$ cat config.mk
export PLATFORM = sky130hd
export DESIGN_NAME = sim_ctrl_mmio
export DESIGN_NICKNAME = d
export VERILOG_FILES = /design/src/rtl/sim_ctrl_mmio.sv
export SDC_FILE = /design/constraint.sdc
export NUM_CORES = 1
export LEC_CHECK = 0
export BUFFER_PORTS_ARGS = -buffer_cell sky130_fd_sc_hd__buf_2
export CORE_MARGIN = 5
export CORE_UTILIZATION = 51
export CTS_CLUSTER_DIAMETER = 200
export CTS_CLUSTER_SIZE = 16
export DETAILED_ROUTE_END_ITERATION = 12
export PLACE_DENSITY = 0.76
export RECOVER_POWER = 25
export SYNTH_ARGS = -nofsm -noshare
export SYNTH_HDL_FRONTEND = slang
export SYNTH_SLANG_ARGS = --single-unit
$ cat constraint.sdc
create_clock -name clk -period 2.9 [get_ports clk]
set_input_delay 0.58 -clock clk [delete_from_list [all_inputs] [get_ports clk]]
set_output_delay 0.58 -clock clk [all_outputs]
set_load 0.02 [all_outputs]
$ cat src/rtl/sim_ctrl_mmio.sv
// Simulation-control peripheral on the CPU data bus.
// Turns firmware stores into pass/fail status, console bytes, a cycle count
// and a firmware-armed watchdog so hex tests can end themselves.
module sim_ctrl_mmio #(
    parameter int unsigned CPU_WIDTH  = 32,
    parameter int unsigned ADDR_WIDTH = 4,
    parameter int unsigned FIFO_DEPTH = 8
) (
    input  logic                  clk,
    input  logic                  a_reset_n,
    // CPU bus
    input  logic                  bus_valid,
    input  logic                  bus_we,
    input  logic [ADDR_WIDTH-1:0] bus_addr,
    input  logic [CPU_WIDTH-1:0]  bus_wdata,
    output logic                  bus_ready,
    output logic [CPU_WIDTH-1:0]  bus_rdata,
    output logic                  bus_rvalid,
    // Console byte stream towards the bench
    output logic                  con_valid,
    output logic [7:0]            con_data,
    input  logic                  con_ready,
    // Test status
    output logic                  test_done,
    output logic                  test_pass,
    output logic [CPU_WIDTH-2:0]  fail_code,
    output logic                  wd_timeout,
    output logic [CPU_WIDTH-1:0]  cycle_count
);

    localparam int unsigned PTR_W = (FIFO_DEPTH > 1) ? $clog2(FIFO_DEPTH) : 1;
    localparam int unsigned CNT_W = $clog2(FIFO_DEPTH + 1);

    localparam logic [ADDR_WIDTH-1:0] ADDR_TOHOST  = ADDR_WIDTH'(4'h0);
    localparam logic [ADDR_WIDTH-1:0] ADDR_CONSOLE = ADDR_WIDTH'(4'h4);
    localparam logic [ADDR_WIDTH-1:0] ADDR_CYCLE   = ADDR_WIDTH'(4'h8);
    localparam logic [ADDR_WIDTH-1:0] ADDR_WDOG    = ADDR_WIDTH'(4'hC);

    typedef enum logic [1:0] {
        StRun     = 2'd0,
        StPass    = 2'd1,
        StFail    = 2'd2,
        StTimeout = 2'd3
    } state_e;

    // ------------------------------------------------------------------
    // Registers
    // ------------------------------------------------------------------
    state_e                r_state;
    logic                  r_done;
    logic                  r_pass;
    logic                  r_timeout;
    logic [CPU_WIDTH-2:0]  r_fail_code;
    logic [CPU_WIDTH-1:0]  r_cycle;
    logic [CPU_WIDTH-1:0]  r_wdog;
    logic [CPU_WIDTH-1:0]  r_rdata;
    logic                  r_rvalid;
    logic [7:0]            r_mem [FIFO_DEPTH];
    logic [PTR_W-1:0]      r_wptr;
    logic [PTR_W-1:0]      r_rptr;
    logic [CNT_W-1:0]      r_count;

    // ------------------------------------------------------------------
    // Combinational signals
    // ------------------------------------------------------------------
    state_e                w_state_d;
    logic                  w_sel_tohost;
    logic                  w_sel_console;
    logic                  w_sel_cycle;
    logic                  w_sel_wdog;
    logic                  w_fifo_full;
    logic                  w_fifo_empty;
    logic                  w_ready;
    logic                  w_accept;
    logic                  w_wr;
    logic                  w_rd;
    logic                  w_run;
    logic                  w_tohost_act;
    logic                  w_wdog_load;
    logic                  w_wdog_expire;
    logic                  w_push;
    logic                  w_pop;
    logic [CPU_WIDTH-1:0]  w_rdata_d;

    // Full address compare: misaligned offsets fall out as unmapped.
    assign w_sel_tohost  = (bus_addr == ADDR_TOHOST);
    assign w_sel_console = (bus_addr == ADDR_CONSOLE);
    assign w_sel_cycle   = (bus_addr == ADDR_CYCLE);
    assign w_sel_wdog    = (bus_addr == ADDR_WDOG);

    assign w_fifo_full  = (r_count == CNT_W'(FIFO_DEPTH));
    assign w_fifo_empty = (r_count == '0);

    // Only a console write into a full FIFO stalls; no same-cycle pop bypass.
    assign w_ready  = ~(bus_we & w_sel_console & w_fifo_full);
    assign w_accept = bus_valid & w_ready;
    assign w_wr     = w_accept & bus_we;
    assign w_rd     = w_accept & ~bus_we;

    assign w_run = (r_state == StRun);

    // Even TOHOST values are ignored; odd ones end the test.
    assign w_tohost_act = w_wr & w_sel_tohost & w_run & bus_wdata[0];

    // WDOG writes only take effect while running.
    assign w_wdog_load = w_wr & w_sel_wdog & w_run;

    // A load in the same cycle overrides the decrement, hence no expiry.
    assign w_wdog_expire = w_run & ~w_wdog_load & (r_wdog == CPU_WIDTH'(1));

    // Console pushes continue in terminal states so the FIFO can drain.
    assign w_push = w_wr & w_sel_console;
    assign w_pop  = ~w_fifo_empty & con_ready;

    // ------------------------------------------------------------------
    // Test-status FSM
    // ------------------------------------------------------------------

    // Next-state: TOHOST takes precedence over a coincident watchdog expiry.
    always_comb begin
        w_state_d = r_state;
        unique case (r_state)
            StRun: begin
                if (w_tohost_act) begin
                    w_state_d = (bus_wdata == CPU_WIDTH'(1)) ? StPass : StFail;
                end else if (w_wdog_expire) begin
                    w_state_d = StTimeout;
                end
            end
            default: w_state_d = r_state;
        endcase
    end

    // State register plus registered status outputs derived from next state.
    always_ff @(posedge clk or negedge a_reset_n) begin
        if (!a_reset_n) begin
            r_state     <= StRun;
            r_done      <= 1'b0;
            r_pass      <= 1'b0;
            r_timeout   <= 1'b0;
            r_fail_code <= '0;
        end else begin
            r_state   <= w_state_d;
            r_done    <= (w_state_d != StRun);
            r_pass    <= (w_state_d == StPass);
            r_timeout <= (w_state_d == StTimeout);
            if (w_run && (w_state_d == StFail)) begin
                r_fail_code <= bus_wdata[CPU_WIDTH-1:1];
            end
        end
    end

    // ------------------------------------------------------------------
    // Cycle counter and watchdog
    // ------------------------------------------------------------------

    // Count while running; the transition cycle still counts, then freeze.
    always_ff @(posedge clk or negedge a_reset_n) begin
        if (!a_reset_n) begin
            r_cycle <= '0;
        end else if (w_run) begin
            r_cycle <= r_cycle + CPU_WIDTH'(1);
        end
    end

    // Watchdog: load on write (0 disables), else count down while running.
    always_ff @(posedge clk or negedge a_reset_n) begin
        if (!a_reset_n) begin
            r_wdog <= '0;
        end else if (w_wdog_load) begin
            r_wdog <= bus_wdata;
        end else if (w_run && (r_wdog != '0)) begin
            r_wdog <= r_wdog - CPU_WIDTH'(1);
        end
    end

    // ------------------------------------------------------------------
    // Read path
    // ------------------------------------------------------------------

    // Read mux; write-only and unmapped locations read as zero.
    always_comb begin
        w_rdata_d = '0;
        if (w_sel_cycle) begin
            w_rdata_d = r_cycle;
        end else if (w_sel_wdog) begin
            w_rdata_d = r_wdog;
        end
    end

    // Registered read response: one-cycle rvalid, rdata holds between reads.
    always_ff @(posedge clk or negedge a_reset_n) begin
        if (!a_reset_n) begin
            r_rvalid <= 1'b0;
            r_rdata  <= '0;
        end else begin
            r_rvalid <= w_rd;
            if (w_rd) begin
                r_rdata <= w_rdata_d;
            end
        end
    end

    // ------------------------------------------------------------------
    // Console FIFO
    // ------------------------------------------------------------------

    // Storage array; no reset needed since occupancy gates visibility.
    always_ff @(posedge clk) begin
        if (w_push) begin
            r_mem[r_wptr] <= bus_wdata[7:0];
        end
    end

    // Pointers wrap naturally because the depth is a power of two.
    always_ff @(posedge clk or negedge a_reset_n) begin
        if (!a_reset_n) begin
            r_wptr  <= '0;
            r_rptr  <= '0;
            r_count <= '0;
        end else begin
            if (w_push) begin
                r_wptr <= r_wptr + PTR_W'(1);
            end
            if (w_pop) begin
                r_rptr <= r_rptr + PTR_W'(1);
            end
            unique case ({w_push, w_pop})
                2'b10:   r_count <= r_count + CNT_W'(1);
                2'b01:   r_count <= r_count - CNT_W'(1);
                default: r_count <= r_count;
            endcase
        end
    end

    // ------------------------------------------------------------------
    // Outputs
    // ------------------------------------------------------------------
    assign bus_ready   = w_ready;
    assign bus_rdata   = r_rdata;
    assign bus_rvalid  = r_rvalid;
    assign con_valid   = ~w_fifo_empty;
    // Masked when empty so stale bytes never show after a reset.
    assign con_data    = w_fifo_empty ? 8'h00 : r_mem[r_rptr];
    assign test_done   = r_done;
    assign test_pass   = r_pass;
    assign fail_code   = r_fail_code;
    assign wd_timeout  = r_timeout;
    assign cycle_count = r_cycle;

endmodule
; Word-level counts from Yosys, hierarchy flattened
; Memories as Yosys holds them, arrays and structs flattened.
; Index checks and enable logic that the tools add are counted.
[totals]
regBits = 143
mem_bits_rw = 64
in_bits = 41
output_inout_bits = 109
elab_cells = 69
n_memories = 1
[classes]
add_sub_neg = 6
n_eq_ne = 11
mux = 12
bitwise = 18
reduce_logical = 9
[mem_list]
columns = memory, depth, word_bits, rd, rd_ports_with_merged_regs, wr, line_no
row1 = r_mem, 8, 8, 1, 0, 1, 58  ; logic [7:0] r_mem [FIFO_DEPTH];
[op_table]
columns = operator, count
row1 = two-way mux 32 bit, 4
row2 = equality test 32 x 1 -> 1 bit (second input constant), 2
row3 = adder 32 x 1 -> 32 bit (second input constant), 1
row4 = nonzero test 32 bit, 1
row5 = subtractor 32 x 1 -> 32 bit (second input constant), 1
row6 = bitwise AND 1 bit, 14
row7 = equality test 4 bit (second input constant), 3
row8 = logical NOT 4 bit, 2
row9 = two-way mux 2 bit, 4
row10 = two-way mux 8 bit, 1
row11 = one-hot mux 4 bit (2 select lines), 1
row12 = adder 3 x 1 -> 3 bit (second input constant), 2
row13 = equality test 2 bit (second input constant), 3
row14 = nonzero test 2 bit, 3
row15 = adder 4 x 1 -> 4 bit (second input constant), 1
row16 = equality test 2 x 1 -> 1 bit (second input constant), 2
row17 = equality test 4 x 3 -> 1 bit (second input constant), 1
row18 = NOT 1 bit, 4
row19 = subtractor 4 x 1 -> 4 bit (second input constant), 1
row20 = logical AND 1 bit, 2
row21 = logical NOT 2 bit, 1
row22 = two-way mux 1 bit, 2

; Logic depth before layout (Yosys ltp)
[depth]
word_depth = 16
ltp_mapped = 12
mapped_depth_nobuf = 10

; Worst setup path after synthesis
; OpenSTA, ideal clock, no wires.
[synth_path]
path_type = register to register
start = register r_count[1]
end = register r_count[2]
setup_ns = 0.126
arrival_time_ns = 2.991
required_time_ns = 2.774
path_slack_ns = -0.217
stages_incl_launch_ff = 13
n_path_buf = 2
synth_period_minus_slack_ns = 3.117
cell_sequence = dfrtp_1 clkbuf_1 nor4_1 inv_1 and2_1 clkbuf_1 ha_1 xor2_1 ha_1 a21oi_1 xor2_1 nor2_1 xor2_1
[synth_between]
word_cells_on_any_way = 15
classes_between = 2 x add/sub / 3 x eq/ne / 1 x mux / 7 x bitwise / 2 x reduce/logical
[synth_rtl]
columns = element, line_no
row1 = "start, declared", 61  ; logic [CNT_W-1:0] r_count;
row2 = "start signal, assigned", 229  ; 2'b10: r_count <= r_count + CNT_W'(1);
row3 = "start signal, assigned", 230  ; 2'b01: r_count <= r_count - CNT_W'(1);
row4 = "start signal, assigned", 231  ; default: r_count <= r_count;
row5 = logical NOT 4 bit (*), 92  ; assign w_fifo_empty = (r_count == '0);
row6 = NOT 1 bit (*), n/a
row7 = net con_valid, 20  ; output logic con_valid,
row8 = bitwise AND 1 bit (*), 113  ; assign w_pop = ~w_fifo_empty & con_ready;
row9 = net w_pop, 82  ; logic w_pop;
row10 = equality test 2 x 1 -> 1 bit / equality test 2 bit (equally long branches), 228  ; unique case ({w_push, w_pop})
row11 = one-hot mux 4 bit (2 select lines) / nonzero test 2 bit (equally long branches), n/a
; Mark *: on every way through the listed nets, which the timed path passes. The rest lies on a longest branch.
; A chain may end at the register's enable or synchronous reset.

; Final worst setup path
[layout_path]
start = register r_wdog[15]
end = register r_wdog[20]
[layout_between]
elab_chain_len = 3
word_cells_on_any_way = 6
classes_between = 1 x add/sub / 2 x mux / 3 x reduce/logical
[layout_lines]
columns = element, line_no
row1 = "start, declared", 55  ; logic [CPU_WIDTH-1:0] r_wdog;
row2 = "start signal, assigned", 171  ; r_wdog <= bus_wdata;
row3 = "start signal, assigned", 173  ; r_wdog <= r_wdog - CPU_WIDTH'(1);
row4 = subtractor 32 x 1 -> 32 bit / nonzero test 32 bit (equally long branches), "173, 172"
row5 = two-way mux 32 bit / logical AND 1 bit (equally long branches), 172  ; end else if (w_run && (r_wdog != '0)) begin
row6 = two-way mux 32 bit / nonzero test 2 bit (equally long branches), n/a
; Several ways; a longest one is shown, not always the timed one. The select of a mux whose other input is x is not followed.

==> impl_results.md <==
* Outcome: complete, but fails checks
* Failing checks: capacitance limit, slew limit
* Minimum clock period at 2.76 ns
* Period utilisation layout at 0.952
* Worst-Margin Slew at 2.23 ns
* Placed Area at 0.0106 mm^2
* Hold depth at 3
* Via Count at 7284
* Clock Path Buffers at 3
* PwrDens at 597 mW/mm^2
* R2R cell count at 7
* Max Cap Viol at 1
* Core area at 0.0180 mm^2
* Most frequent CP cell: or3_1
* # clock sinks at 207
* Post-synth ARST share at 0.691
* Crit path arrival time at 3.16 ns
* Nets@finish at 1021
* H-tree levels at 1
* Clock slew at the register clock pins of the worst setup and hold paths at 0.08 ns
* Avg Synthesized Cell Area at 11.6 um^2
* Initial antenna violation count at 0
* TritonCTS Buffers at 16
* CTS Root Cell: clkbuf_16
* WL/cell at 20.7 um
* Remaining antenna violation count at 0
* Post-Layout Inst Area at 0.0110 mm^2
* Crit path cell chain: or4_1 -> or3_1 -> buf_4 -> or3_1 -> or3_1 -> a21oi_1 -> a2bb2oi_1
* Num rows at 49
* IO buf count at 149
* Sequential Area at 0.00550 mm^2
* Vias in the first global route at 7229
* GP Congestion at 0.925
* Slew HR at -0.488
* Worst min path class: input pin to flip-flop
* Post-DP HPWL at 17.8 mm
* CP top delay family: simple AND/OR/NAND/NOR gates
* Global-route wire length before repair at 40.6 mm
* Net count after synthesis at 861
* Residual DRC count at 0
* Ports at 150
* RSZ-0062 raised after global routing: no
* Share of cells above drive strength 1 at 0.264
* CTS tree: built
* Endpoints failing hold at 0
* CP Depth at 7
* Yosys warnings at 0
* Die Span X at 146 um
* Global Route Usage Sum at 0.235
* Slew Limit Fails at 50
* Post-synth EDFFs at 64
* CP Data Required Time at 3.29 ns
* Final WL at 24.9 mm
* Setup TNS at 0 ns
* Primary FF master, synth: dfrtp_1
* Mapped Cells at 811
* Filler cells at 1502
* Fmax at 362 MHz
* Die Area at 0.0212 mm^2
* Die H at 146 um
* Startpoint types: flip-flop
* Setup violators final at 0
* Critical path peak fanout at 9
* ANT cells at 0
* Peak supply drop at 733 uV
* Static Leakage at 4.77 nW
* Cts hold-fix bufs at 0
* Largest net degree at the start of global routing at 63
* P&R area growth vs syn at 17.5%
* Area occupied by multi-input gates at 0.00371 mm^2
* Post-Syn Area at 0.00939 mm^2
* Slowest Stage Delay on Critical Path at 0.55 ns
* Worst path bufs/invs at 1
* Worst skew pair latency at 0.48 ns
* WS Path Type: flip-flop to flip-flop
* Drt pass-1 iters at 5
* Slowest-stage cell, CP: or4_1
* Initial Utilization at 0.521
* CP endpoint kind: flip-flop
* Clk_skew at 0.0188 ns
* Synth Register Bits at 207
* Netlist cell types at 60
* Seq/Total Area, Yosys at 0.586
* Starting DRT DRC Count at 533
* Gr ovfl total at 0
* Vias per inst at 6.04
[final timing paths]
kind,startpoint,endpoint,slack (ns)
worst max-delay path,r_wdog[15]$_DFFE_PN0P_,r_wdog[20]$_DFFE_PN0P_,0.14
worst min-delay path,bus_wdata[21],r_wdog[21]$_DFFE_PN0P_,0.38
worst max register to register,r_wdog[15]$_DFFE_PN0P_,r_wdog[20]$_DFFE_PN0P_,0.14
worst min register to register,fail_code[4]$_DFFE_PN0P_,fail_code[4]$_DFFE_PN0P_,0.50
max in group asynchronous,a_reset_n,fail_code[30]$_DFFE_PN0P_,0.51
min in group asynchronous,a_reset_n,bus_rdata[5]$_DFFE_PN0P_,0.90
[registers in the layout, indices dropped and copies added (netlist names)]
signal,count
bus_rvalid,1
wd_timeout,1
test_done,1
bus_rdata,32
cycle_count,32
test_pass,1
r_state,2
r_wptr,3
r_count,4
r_mem,64
r_rptr,3
fail_code,31
r_wdog,32
[report_power, final]
group	internal, mW	switching (mW)	leakage (nW)	total [mW]
Combinational	0.554	0.653	2.15	1.21
Sequential	3.13	0.199	2.40	3.33
Clock	1.07	0.972	0.218	2.05
Total	4.76	1.82	4.77	6.58
[kinds of logic (layout without fill, tap and decap cells)]
kind of cell / Yosys count / in the layout / synth area share
AOI/OAI and AO/OA: 134 / 134 / 0.101
xor gates and xnor gates: 40 / 40 / 0.0373
adders and majority gates: 9 / 9 / 0.0120
buffers and inverters: 56 / 222 / 0.0234
DFF: 207 / 207 / 0.586
muxes: 57 / 57 / 0.0865
and+or+nand+nor: 308 / 308 / 0.154
[cells in the final DEF, fill, tap and decap left out, types with 3 or more instances in the layout]
| master | synthesis | routed |
|---|---|---|
| nor4_1 | 20 | 19 |
| buf_4 | 0 | 35 |
| a31oi_1 | 4 | 4 |
| nand2_1 | 56 | 56 |
| a2bb2oi_1 | 5 | 5 |
| a21oi_1 | 33 | 33 |
| o21ai_0 | 19 | 19 |
| mux4_2 | 16 | 16 |
| edfxtp_1 | 64 | 64 |
| o311ai_0 | 3 | 3 |
| mux2i_1 | 8 | 8 |
| nand4_1 | 10 | 10 |
| nor2b_1 | 7 | 5 |
| o31ai_1 | 3 | 3 |
| clkbuf_1 | 34 | 15 |
| o22ai_1 | 7 | 7 |
| nor2_1 | 125 | 124 |
| clkbuf_16 | 0 | 17 |
| or2_2 | 3 | 3 |
| a32oi_1 | 4 | 4 |
| nand2b_1 | 4 | 4 |
| nor3_1 | 23 | 23 |
| xor2_1 | 11 | 11 |
| xnor2_1 | 29 | 29 |
| dfrtp_1 | 143 | 143 |
| a221oi_1 | 32 | 32 |
| ha_1 | 9 | 9 |
| buf_2 | 2 | 140 |
| o211ai_1 | 4 | 4 |
| and3_1 | 4 | 4 |
| nand3_1 | 32 | 32 |
| or3_1 | 9 | 9 |
| mux2_2 | 33 | 33 |
| inv_1 | 12 | 12 |
[cell usage after synthesis (3+ instances only)]
master,number,area [um^2]
a21oi_1,33,165
a221oi_1,32,280
a2bb2oi_1,5,43.8
a31oi_1,4,25.0
a32oi_1,4,35.0
and3_1,4,25.0
buf_1,7,26.3
clkbuf_1,34,128
dfrtp_1,143,3580
edfxtp_1,64,1920
ha_1,9,113
inv_1,12,45.0
mux2_2,33,372
mux2i_1,8,80.1
mux4_2,16,360
nand2_1,56,210
nand2b_1,4,25.0
nand3_1,32,160
nand4_1,10,62.6
nor2_1,125,469
nor2b_1,7,43.8
nor3_1,23,115
nor4_1,20,125
nor4b_1,3,26.3
o211ai_1,4,30.0
o21ai_0,19,95.1
o22ai_1,7,43.8
o311ai_0,3,26.3
o31ai_1,3,22.5
or2_2,3,18.8
or3_1,9,56.3
xnor2_1,29,254
xor2_1,11,96.3
[area by class of cell]
| type | instances | area share |
|---|---|---|
| timing repair buffer | 186 | 0.0937 |
| sequential | 207 | 0.499 |
| tap | 229 | 0.0260 |
| inverter | 12 | 0.00408 |
| clock buffer | 24 | 0.0409 |
| multi-input combinational | 548 | 0.337 |
[through the flow]
step | worst slack (ns) | util | hold WS, ns | total power, mW | std cells
2_1_floorplan | 0.0937 | - | 0.284 | 4.20 | 811
3_3_place_gp | 0.204 | 0.588 | 0.485 | 4.58 | 1182
3_5_place_dp | 0.195 | 0.588 | 0.490 | 4.62 | 1182
4_1_cts | 0.109 | 0.613 | 0.0522 | 6.65 | 1206
5_1_grt | 0.0103 | 0.612 | 0.369 | 6.93 | 1206
6_report | 0.139 | 0.612 | 0.377 | 6.58 | 1206
[timing repair]
item,CTS,global route
setup buffers,0,0
endpoints found under the setup margin,0,3
resized for setup,0,1
[worst reg2reg max path: cells and delay by family (launching register included)]
family	cells	cell delay, ns
simple gates	4	1.69
flops	1	0.42
compound gates	2	0.32
buf+inv	1	0.24
[per-layer routing]
layer  up-vias  global-route usage  part of all wire
met4         0              0.0746             0.028
met2       330               0.379              0.50
li1       3320                   -                 -
met3        63              0.0420             0.069
met5         -                   0                 0
met1      3571               0.325              0.41
(Power assumes the default switching activity.)
